## src/rtl/image_rom_arbiter_pkg.sv

```systemverilog
// Shared types and constants for the ImageROM access path.
// Pixel vectors are LANES x 32-bit, lane 0 in the least significant bits.
package image_pkg;
  localparam int PIXEL_W  = 32;
  localparam int LANES    = 4;
  localparam int DATA_W   = LANES * PIXEL_W;
  localparam int ADDR_W   = 128;
  localparam int LEN_W    = 4;
  localparam int ID_MAX_W = 2;

  typedef logic [LANES-1:0][PIXEL_W-1:0] pixel_vec_t;

  typedef enum logic {
    IDLE  = 1'b0,
    BURST = 1'b1
  } arb_state_e;

  typedef struct packed {
    logic                valid;
    logic [ID_MAX_W-1:0] id;
    logic                last;
  } rsp_tag_t;

  function automatic int wrap_inc(input int v, input int n);
    return (v + 1 >= n) ? 0 : v + 1;
  endfunction
endpackage

```

## src/rtl/image_rom_arbiter_rr_arbiter.sv

```systemverilog
// Combinational round-robin picker: first set request at or after i_ptr, wrapping.
// Zero latency; o_any low means nothing is granted.
module rr_arbiter #(
  parameter int N     = 2,
  parameter int IDX_W = (N > 1) ? $clog2(N) : 1
) (
  input  logic [N-1:0]     i_req,
  input  logic [IDX_W-1:0] i_ptr,
  output logic [N-1:0]     o_gnt,
  output logic [IDX_W-1:0] o_idx,
  output logic             o_any
);
  int w_j;

  always_comb begin
    o_gnt = '0;
    o_idx = '0;
    o_any = 1'b0;
    w_j   = 0;
    for (int k = 0; k < N; k++) begin
      w_j = int'(i_ptr) + k;
      if (w_j >= N) w_j = w_j - N;
      if (!o_any && i_req[w_j]) begin
        o_any      = 1'b1;
        o_gnt[w_j] = 1'b1;
        o_idx      = IDX_W'(w_j);
      end
    end
  end
endmodule

```

## src/rtl/image_rom_arbiter.sv

```systemverilog
// Shares the single-port ImageROM between requesters: round-robin burst grant, one beat per cycle.
// Responses are tagged with owner id and last flag, aligned to the ROM read latency; no backpressure.
module image_rom_arbiter #(
  parameter int N_REQ   = 2,
  parameter int ADDR_W  = 128,
  parameter int DATA_W  = 128,
  parameter int LANES   = 4,
  parameter int LEN_W   = 4,
  parameter int ROM_LAT = 1,
  parameter int ID_W    = (N_REQ > 1) ? $clog2(N_REQ) : 1
) (
  input  logic                    clk,
  input  logic                    rst,
  input  logic [N_REQ-1:0]        req_valid,
  input  logic [N_REQ*ADDR_W-1:0] req_addr,
  input  logic [N_REQ*LEN_W-1:0]  req_len,
  output logic [N_REQ-1:0]        req_ready,
  output logic [ADDR_W-1:0]       rom_addr,
  input  logic [DATA_W-1:0]       rom_rd,
  output logic                    rsp_valid,
  output logic [ID_W-1:0]         rsp_id,
  output logic                    rsp_last,
  output logic [DATA_W-1:0]       rsp_data,
  output logic                    busy
);
  import image_pkg::*;

  arb_state_e        r_state;
  arb_state_e        w_next_state;
  logic [ID_W-1:0]   r_rr_ptr;
  logic [ID_W-1:0]   r_cur_id;
  logic [ADDR_W-1:0] r_rom_addr;
  logic [LEN_W-1:0]  r_beats_left;
  rsp_tag_t          r_tag [ROM_LAT];
  rsp_tag_t          w_push_tag;
  logic [N_REQ-1:0]  w_gnt_oh;
  logic [ID_W-1:0]   w_gnt_idx;
  logic              w_gnt_any;
  logic              w_grant;
  logic              w_last_beat;
  logic              w_tags_busy;
  logic              w_unused_id;

  rr_arbiter #(.N(N_REQ), .IDX_W(ID_W)) u_rr (
    .i_req (req_valid),
    .i_ptr (r_rr_ptr),
    .o_gnt (w_gnt_oh),
    .o_idx (w_gnt_idx),
    .o_any (w_gnt_any)
  );

  assign w_grant     = (r_state == IDLE) && w_gnt_any;
  assign w_last_beat = (r_state == BURST) && (r_beats_left == '0);

  always_ff @(posedge clk) begin
    if (rst) r_state <= IDLE;
    else     r_state <= w_next_state;
  end

  always_comb begin
    w_next_state = r_state;
    case (r_state)
      IDLE:    if (w_gnt_any) w_next_state = BURST;
      BURST:   if (w_last_beat) w_next_state = IDLE;
      default: w_next_state = IDLE;
    endcase
  end

  always_comb begin
    req_ready  = (r_state == IDLE) ? w_gnt_oh : '0;
    w_push_tag = '0;
    if (r_state == BURST) begin
      w_push_tag.valid = 1'b1;
      w_push_tag.id    = ID_MAX_W'(r_cur_id);
      w_push_tag.last  = w_last_beat;
    end
  end

  // r_rom_addr doubles as the burst cursor; it only advances while more beats remain,
  // so it holds the last issued address once the burst ends.
  always_ff @(posedge clk) begin
    if (rst) begin
      r_rom_addr   <= '0;
      r_beats_left <= '0;
      r_cur_id     <= '0;
      r_rr_ptr     <= '0;
    end else if (w_grant) begin
      r_rom_addr   <= req_addr[int'(w_gnt_idx)*ADDR_W +: ADDR_W];
      r_beats_left <= req_len[int'(w_gnt_idx)*LEN_W +: LEN_W];
      r_cur_id     <= w_gnt_idx;
    end else if (r_state == BURST) begin
      if (w_last_beat) begin
        r_rr_ptr <= ID_W'(wrap_inc(int'(r_cur_id), N_REQ));
      end else begin
        r_rom_addr   <= r_rom_addr + ADDR_W'(LANES);
        r_beats_left <= r_beats_left - LEN_W'(1);
      end
    end
  end

  always_ff @(posedge clk) begin
    if (rst) begin
      for (int i = 0; i < ROM_LAT; i++) r_tag[i] <= '0;
    end else begin
      r_tag[0] <= w_push_tag;
      for (int i = 1; i < ROM_LAT; i++) r_tag[i] <= r_tag[i-1];
    end
  end

  always_comb begin
    w_tags_busy = 1'b0;
    for (int i = 0; i < ROM_LAT; i++) w_tags_busy = w_tags_busy | r_tag[i].valid;
  end

  assign rom_addr    = r_rom_addr;
  assign rsp_valid   = r_tag[ROM_LAT-1].valid;
  assign rsp_id      = r_tag[ROM_LAT-1].id[ID_W-1:0];
  assign rsp_last    = r_tag[ROM_LAT-1].last;
  assign rsp_data    = rom_rd;
  assign busy        = (r_state == BURST) || w_tags_busy;
  assign w_unused_id = ^r_tag[ROM_LAT-1].id;
endmodule

```

## config.mk

```make
export PLATFORM = sky130hd
export DESIGN_NAME = image_rom_arbiter
export DESIGN_NICKNAME = d
export VERILOG_FILES = /design/src/rtl/image_rom_arbiter_pkg.sv /design/src/rtl/image_rom_arbiter_rr_arbiter.sv /design/src/rtl/image_rom_arbiter.sv
export SDC_FILE = /design/constraint.sdc
export NUM_CORES = 1
export LEC_CHECK = 0
export BUFFER_PORTS_ARGS = -buffer_cell sky130_fd_sc_hd__buf_2
export CORE_AREA = 2 2 257 259
export CTS_CLUSTER_DIAMETER = 80
export DETAILED_ROUTE_END_ITERATION = 6
export DIE_AREA = 0 0 259 261
export PLACE_DENSITY = 0.48
export SLEW_MARGIN = 20
export SYNTH_ARGS = -nofsm -noshare
export SYNTH_HDL_FRONTEND = slang
export SYNTH_SLANG_ARGS = --single-unit
export TNS_END_PERCENT = 30
```

## constraint.sdc

```tcl
create_clock -name clk -period 2.4 [get_ports clk]
set_input_delay 0.36 -clock clk [delete_from_list [all_inputs] [get_ports clk]]
set_output_delay 0.36 -clock clk [all_outputs]
set_load 0.02 [all_outputs]
```

; ---- After elaboration in Yosys (flattened, before gate mapping)
; Memories as Yosys holds them, arrays and structs flattened.
; Cells that the tools add are included.
[word_totals]
ff_bits = 135
ram_bits = 4
inputBits = 396
output_inout_bits = 262
n_memories = 1
word_cells = 72
[op_classes]
n_bitwise = 3
magnitude_cmp = 7
eq_ne = 1
reduce_logical = 12
n_addsub = 6
mux = 35
shifts = 2
[mem_list]
columns = name, words, word_bits, rd, rd_ports_with_merged_regs, wr, line
row1 = r_tag, 1, 4, 1, 0, 1, image_rom_arbiter.sv:34  ; rsp_tag_t r_tag [ROM_LAT];
[op_table]
columns = op, n
row1 = 2-to-1 mux 128 bit, 3
row2 = variable part select 256 x 9 -> 128 bit, 1
row3 = adder 128 x 3 -> 128 bit (second input constant), 1
row4 = greater-or-equal comparator 32 x 1 -> 1 bit (second input constant), 2
row5 = < comparator 32 x 3 -> 1 bit (second input constant), 2
row6 = 2-to-1 mux 32 bit, 2
row7 = greater-or-equal comparator 32 x 3 -> 1 bit (second input constant), 1
row8 = subtractor 32 x 3 -> 32 bit (second input constant), 1
row9 = 2-to-1 mux 4 bit, 5
row10 = 2-to-1 mux 1 bit, 19
row11 = variable part select 8 x 4 -> 4 bit, 1
row12 = 2-to-1 mux 2 bit, 3
row13 = logical AND 1 bit, 5
row14 = adder 1 x 1 -> 2 bit (second input constant), 2
row15 = zero test 4 bit, 1
row16 = OR reduction 4 bit, 1
row17 = subtractor 4 x 1 -> 4 bit (second input constant), 1
row18 = AND reduction 3 bit, 1
row19 = subtractor 1 x 2 -> 3 bit (second input constant), 1
row20 = demux 1 bit (select 1 bit), 2
row21 = greater-or-equal comparator 1 x 2 -> 1 bit (second input constant), 1
row22 = greater-or-equal comparator 2 bit (second input constant), 1
row23 = != test 2 bit (second input constant), 1
row24 = NOT 1 bit, 2
row25 = 6 further kinds, 6

; ---- Logic depth before layout (Yosys ltp)
[depth]
ltp_word = 12
ltp_mapped = 12
ltp_nobuf = 9

; ---- Modules after synthesis
; A second synthesis with hierarchy kept.
[unflattened]
hier_cells = 1701
hier_area_um2 = 12249.2
[modules_own_cells]
columns = mod, seq_area_each_um2, cells_each, area_each_um2, n_inst
row1 = image_rom_arbiter, 2762.6, 1696, 12216.7, 1
row2 = rr_arbiter, 0.0, 5, 32.5, 1

; ---- Least setup slack after synthesis
; OpenSTA, ideal clock, no wires.
[synth_timing]
kind = reg-to-reg
from = register r_rom_addr[16], in the netlist rom_addr[16]
to = register r_rom_addr[118], in the netlist rom_addr[118]
path_buffers = 1
arrival_ps = 2562
t_required_ps = 2273
setup_time_ps = 127
setup_slack_ps = -289
synth_period_minus_slack_ps = 2689
stages_incl_launch_ff = 8
path_cell_list = dfxtp_1 > buf_2 > nand4_1 > nor4_4 > nand4_1 > or3_1 > o311a_1 > or3_1
[synth_between]
elab_chain_cells = 4
[synth_rtl]
columns = item, line
row1 = start: declaration, image_rom_arbiter.sv:32  ; logic [ADDR_W-1:0] r_rom_addr;
row2 = start signal: assignment, image_rom_arbiter.sv:88  ; r_rom_addr <= req_addr[int'(w_gnt_idx)*ADDR_W +: ADDR_W];
row3 = start signal: assignment, image_rom_arbiter.sv:95  ; r_rom_addr <= r_rom_addr + ADDR_W'(LANES);
row4 = adder 128 x 3 -> 128 bit, image_rom_arbiter.sv:95
row5 = 2-to-1 mux 128 bit, image_rom_arbiter.sv:92  ; if (w_last_beat) begin
row6 = 2-to-1 mux 128 bit, image_rom_arbiter.sv:91  ; end else if (r_state == BURST) begin
row7 = 2-to-1 mux 128 bit, image_rom_arbiter.sv:87  ; end else if (w_grant) begin
; Every way passes these cells. The select of a mux whose other input is x is not followed.
; A chain may end at the register's enable or synchronous reset.

; ---- Final worst setup path
[layout_timing]
from = register r_rom_addr[24], in the netlist rom_addr[24]
to = register r_rom_addr[95], in the netlist rom_addr[95]
; The elaborated chain is that of the path after synthesis.

==> reports/summary.md <==
Clock insertion delay at the later pin of the skew report: 460 ps. Counting both buffers and inverters, the worst setup path holds a total of 2. By area the synthesized netlist is led by sky130_fd_sc_hd__dfxtp_1, sky130_fd_sc_hd__nand2_1, sky130_fd_sc_hd__a21oi_1, sky130_fd_sc_hd__buf_4, sky130_fd_sc_hd__nand3_1. Counting the fill cells in the layout gives 7399.

The run gives 11500 um2 as the synthesized area. For this block, the via count after detailed routing is 15500. Across the routed clock network, the largest skew measured is 16.5 ps. The fraction of registers with async set/reset was 0%; the quantity of I/O buffers inserted on ports was 401. The analysis attributes to net switching a power of 5140 uW.

Compared with the post-synthesis result, the final layout area differs by 49.6%. The run gives 2860 ps as the data arrival time of the worst path. At the end of the flow the core is filled with cells to 26.4%. The logs give 0 for the number of max-slew violations in the final report and -75.4 ps for the worst path setup slack after routing. The number of H-tree levels came out at 4. The number of nets still failing antenna checks after routing came out at 0. The global router's overall resource usage is 20.3%. The worst path in the final design needs a cycle of 2480 ps, including I/O delays and setup. Data on the critical path is required at its endpoint by 2780 ps. Per report_power, the combinational group accounts for 48.2% of the total. Summed over all layers, the global routing overflow is 0. The cell internal power dissipation was 6370 uW; the ratio of cells with drive above 1 in the final layout was 40.4%. Largest stage delay on the critical path: 480 ps. Using the TritonRoute via totals, the vias-per-cell ratio works out to 4.88.

Clock-pin slew was measured on the worst setup and hold paths at 70 ps. The tools report the total length of routed wires as 71500 um. The net switching fraction of the power is 44.7%. The worst min-delay path class was in2reg. Measured along the y axis, the die boundary spans 261 um.

The flow ran to the end, but the final reports show violations. Synthesis instantiated 70 different standard cells from the library. The setup path with the least slack is of type reg2reg. The number of nets handed over by synthesis was 2164. For the pin with the worst max-slew slack, the measured transition is 1000 ps. For this design, the CTS-stage hold fixing added 0 buffers. The tools report the sum of net half-perimeters after detailed placement as 57800 um.

For the net count reported at finish, the log shows 2695. For this block, the initial DRC count from the detailed router was 1315. Of all cell types, the one taking the most synthesized area is sky130_fd_sc_hd__dfxtp_1. For the number of top-level design ports, the log shows 658. The checks that failed: setup timing. Before CTS, the worst setup slack after placement is -229 ps.

The initial antenna violation count is 5. The nature of the critical path startpoint is a flop. The power per standard cell area was 670 nW/um2. The logs give 14600 for the via count of the first global-routing pass and 2 for the buffer levels on the longest clock path.

Per report_power, the clock group accounts for 23.9% of the total. The tools report the number of max-cap violations as 0. The final number of setup-violating endpoints was 12. The register area was 2850 um2; the average wire length per cell after detail routing was 22.5 um. Derived from the worst setup path, the maximum achievable clock frequency is 404 MHz.

Entering global routing, the biggest net connects 65 pins. The worst setup path is captured at a flop. The Yosys warning count was 0.

The tools report the hold violation total from the final report as 0. In this run the worst path has a maximum fanout of 5. The logs give 1765 for the synthesized instance count and 138 for the total number of clock tree sinks.

The number of standard cells in the final layout excluding fillers is 3173. After detailed routing, the number of remaining DRC violations is 0. Number of placement rows: 94. The worst-case vdd ir drop was 0.518 mV; the cell count after placement was 3116. The congestion estimate from routability-driven global placement came to 0.919. The wire length of the first global-routing pass came out at 100000 um. TritonCTS built the clock tree.

Setup repair after global routing could not meet its margin everywhere. The relative max-transition margin was 33.3%. The placeable core region came out at 65000 um2. In this run, synthesis produced a sequential element count of 138. The logs give 17.7% for the initial core utilization and 0.00741 uW for the reported leakage power. In the final layout, the multi-input gates occupy 7740 um2. Counting instances in the post-synthesis netlist gives the leading cell types as sky130_fd_sc_hd__nand2_1, sky130_fd_sc_hd__a21oi_1, sky130_fd_sc_hd__nor2_1.

The signal on the critical path passes through buf_6 > nand4_1 > nor3_4 > buf_6 > nand4_4 > nor3_4 > nand2_2 > or4_1 > a31oi_1. The portion of the clock cycle consumed by the worst path in the final layout is 103%, and the number of enable-type register cells in the synthesized netlist is 0. The worst hold-check slack came out at 168 ps.

In this design, the largest share of critical-path delay is due to simple AND/OR/NAND/NOR gates. The first detailed-routing pass ran for 5 iterations. The tree is rooted in a sky130_fd_sc_hd__clkbuf_16. The area fraction of the dominant cell type after synthesis came out at 24.0%.

Measured along the x axis, the die boundary spans 259 um. Of the synthesized area, sequential elements account for 24.0%. The run gives 17 as the number of buffers created by CTS. The most used flip-flop cell after synthesis is sky130_fd_sc_hd__dfxtp_1.

Of the total power, registers draw 27.9%. On the critical path, the stage with the largest delay is an instance of sky130_fd_sc_hd__or4_1. The total negative setup slack is -285 ps, and the floorplan die area is 67600 um2. The most common cell in the synthesized netlist is sky130_fd_sc_hd__nand2_1. The mean instance size in the synthesized netlist is 6.51 um2.
cells in the final DEF, fill, tap and decap left out, types with 8 or more instances in the layout:
cell type | Yosys | final
sky130_fd_sc_hd__buf_2 | 3 | 400
sky130_fd_sc_hd__nand2_1 | 341 | 335
sky130_fd_sc_hd__buf_4 | 128 | 315
sky130_fd_sc_hd__a21oi_1 | 223 | 222
sky130_fd_sc_hd__nor2_1 | 152 | 146
sky130_fd_sc_hd__nand3_1 | 119 | 107
sky130_fd_sc_hd__dfxtp_1 | 138 | 85
sky130_fd_sc_hd__nand4_1 | 76 | 76
sky130_fd_sc_hd__nor3_1 | 72 | 62
sky130_fd_sc_hd__o21ai_0 | 67 | 60
sky130_fd_sc_hd__a31oi_1 | 55 | 55
sky130_fd_sc_hd__dfxtp_2 | 0 | 45
sky130_fd_sc_hd__and3_1 | 23 | 22
sky130_fd_sc_hd__mux2i_1 | 21 | 21
sky130_fd_sc_hd__inv_1 | 19 | 19
sky130_fd_sc_hd__buf_6 | 0 | 19
sky130_fd_sc_hd__or3_1 | 20 | 18
sky130_fd_sc_hd__o22ai_1 | 17 | 17
sky130_fd_sc_hd__clkbuf_16 | 0 | 17
sky130_fd_sc_hd__nor4_2 | 5 | 14
sky130_fd_sc_hd__buf_12 | 0 | 14
sky130_fd_sc_hd__nand3_2 | 2 | 12
sky130_fd_sc_hd__a211oi_1 | 12 | 12
sky130_fd_sc_hd__nor4_4 | 5 | 11
sky130_fd_sc_hd__nor3_2 | 1 | 9
sky130_fd_sc_hd__nor4_1 | 24 | 9
sky130_fd_sc_hd__and2_1 | 9 | 9
sky130_fd_sc_hd__nor3b_1 | 8 | 8
sky130_fd_sc_hd__a31o_2 | 8 | 8
sky130_fd_sc_hd__dfxtp_4 | 0 | 8
power groups by stage:
stage	logic [uW]	clock network (uW)	registers, uW
after global routing	6020	2890	3270
after global placement	5580	0	3210
after floorplan	2320	0	3780
final	5550	2750	3210
after CTS	5590	2810	3170
after detailed placement	5560	0	3220
logic make-up after synthesis:
| family | Yosys count | synth area share (%) |
|---|---|---|
| adders and majority gates | 3 | 0.327 |
| xor gates and xnor gates | 3 | 0.229 |
| muxes | 22 | 1.93 |
| AOI/OAI and AO/OA | 441 | 22.3 |
| and+or+nand+nor | 903 | 38.6 |
| DFF | 138 | 24.0 |
| buffers and inverters | 255 | 12.5 |
through the flow:
stage / instance area, um2 / total power (uW)
6_report: 17200 / 11500
5_1_grt: 17200 / 12200
4_1_cts: 16700 / 11600
3_5_place_dp: 16000 / 8780
3_3_place_gp: 16000 / 8790
2_1_floorplan: 11600 / 6110
flip-flops by register name, indices dropped and copies added (netlist names):
name	count
r_beats_left	4
r_state	1
r_cur_id	1
r_tag	3
rom_addr	128
r_rr_ptr	1
cell type report:
type | count | share of cell area (%)
sequential | 138 | 16.6
inverter | 19 | 0.415
clock buffer | 25 | 3.00
multi-input combinational | 1372 | 45.1
clock inverter | 6 | 0.357
tap | 864 | 6.29
timing repair buffer | 748 | 28.3
antenna | 1 | 0.0146
per-layer routing:
metal  share of wire (%)  global-route usage, %  wire length [um]  up-vias
li1                    -                      -                 -     7322
met5                   0                      0                 0        -
met4                 1.7                   4.61              1220        0
met1                  39                   23.5             27600     7376
met3                 9.3                   6.12              6680       83
met2                  50                   36.7             35900      701
tightest hold or removal path: stages:
cell	delay (ps)
sky130_fd_sc_hd__buf_2	100
sky130_fd_sc_hd__nand2_1	50
sky130_fd_sc_hd__a311oi_1	70
final timing paths:
path / cells after the start / startpoint / slack (ps) / endpoint
hold / removal: 3 / req_addr[128] / 170 / rom_addr[0]$_SDFFE_PP0P_
hold reg to reg: 2 / rom_addr[0]$_SDFFE_PP0P_ / 500 / rom_addr[0]$_SDFFE_PP0P_
setup / recovery: 9 / rom_addr[24]$_SDFFE_PP0P_ / -80 / rom_addr[95]$_SDFFE_PP0P_
setup reg to reg: 9 / rom_addr[24]$_SDFFE_PP0P_ / -80 / rom_addr[95]$_SDFFE_PP0P_
timing repair:
action                                  4_1_cts  5_1_grt
buffers inserted                              9       16
endpoints found under the setup margin       54       65
pin swaps                                    22       56
endpoints found under the hold margin         0        0
gates resized for setup                      25       93
Power figures use the tool's default switching activity.
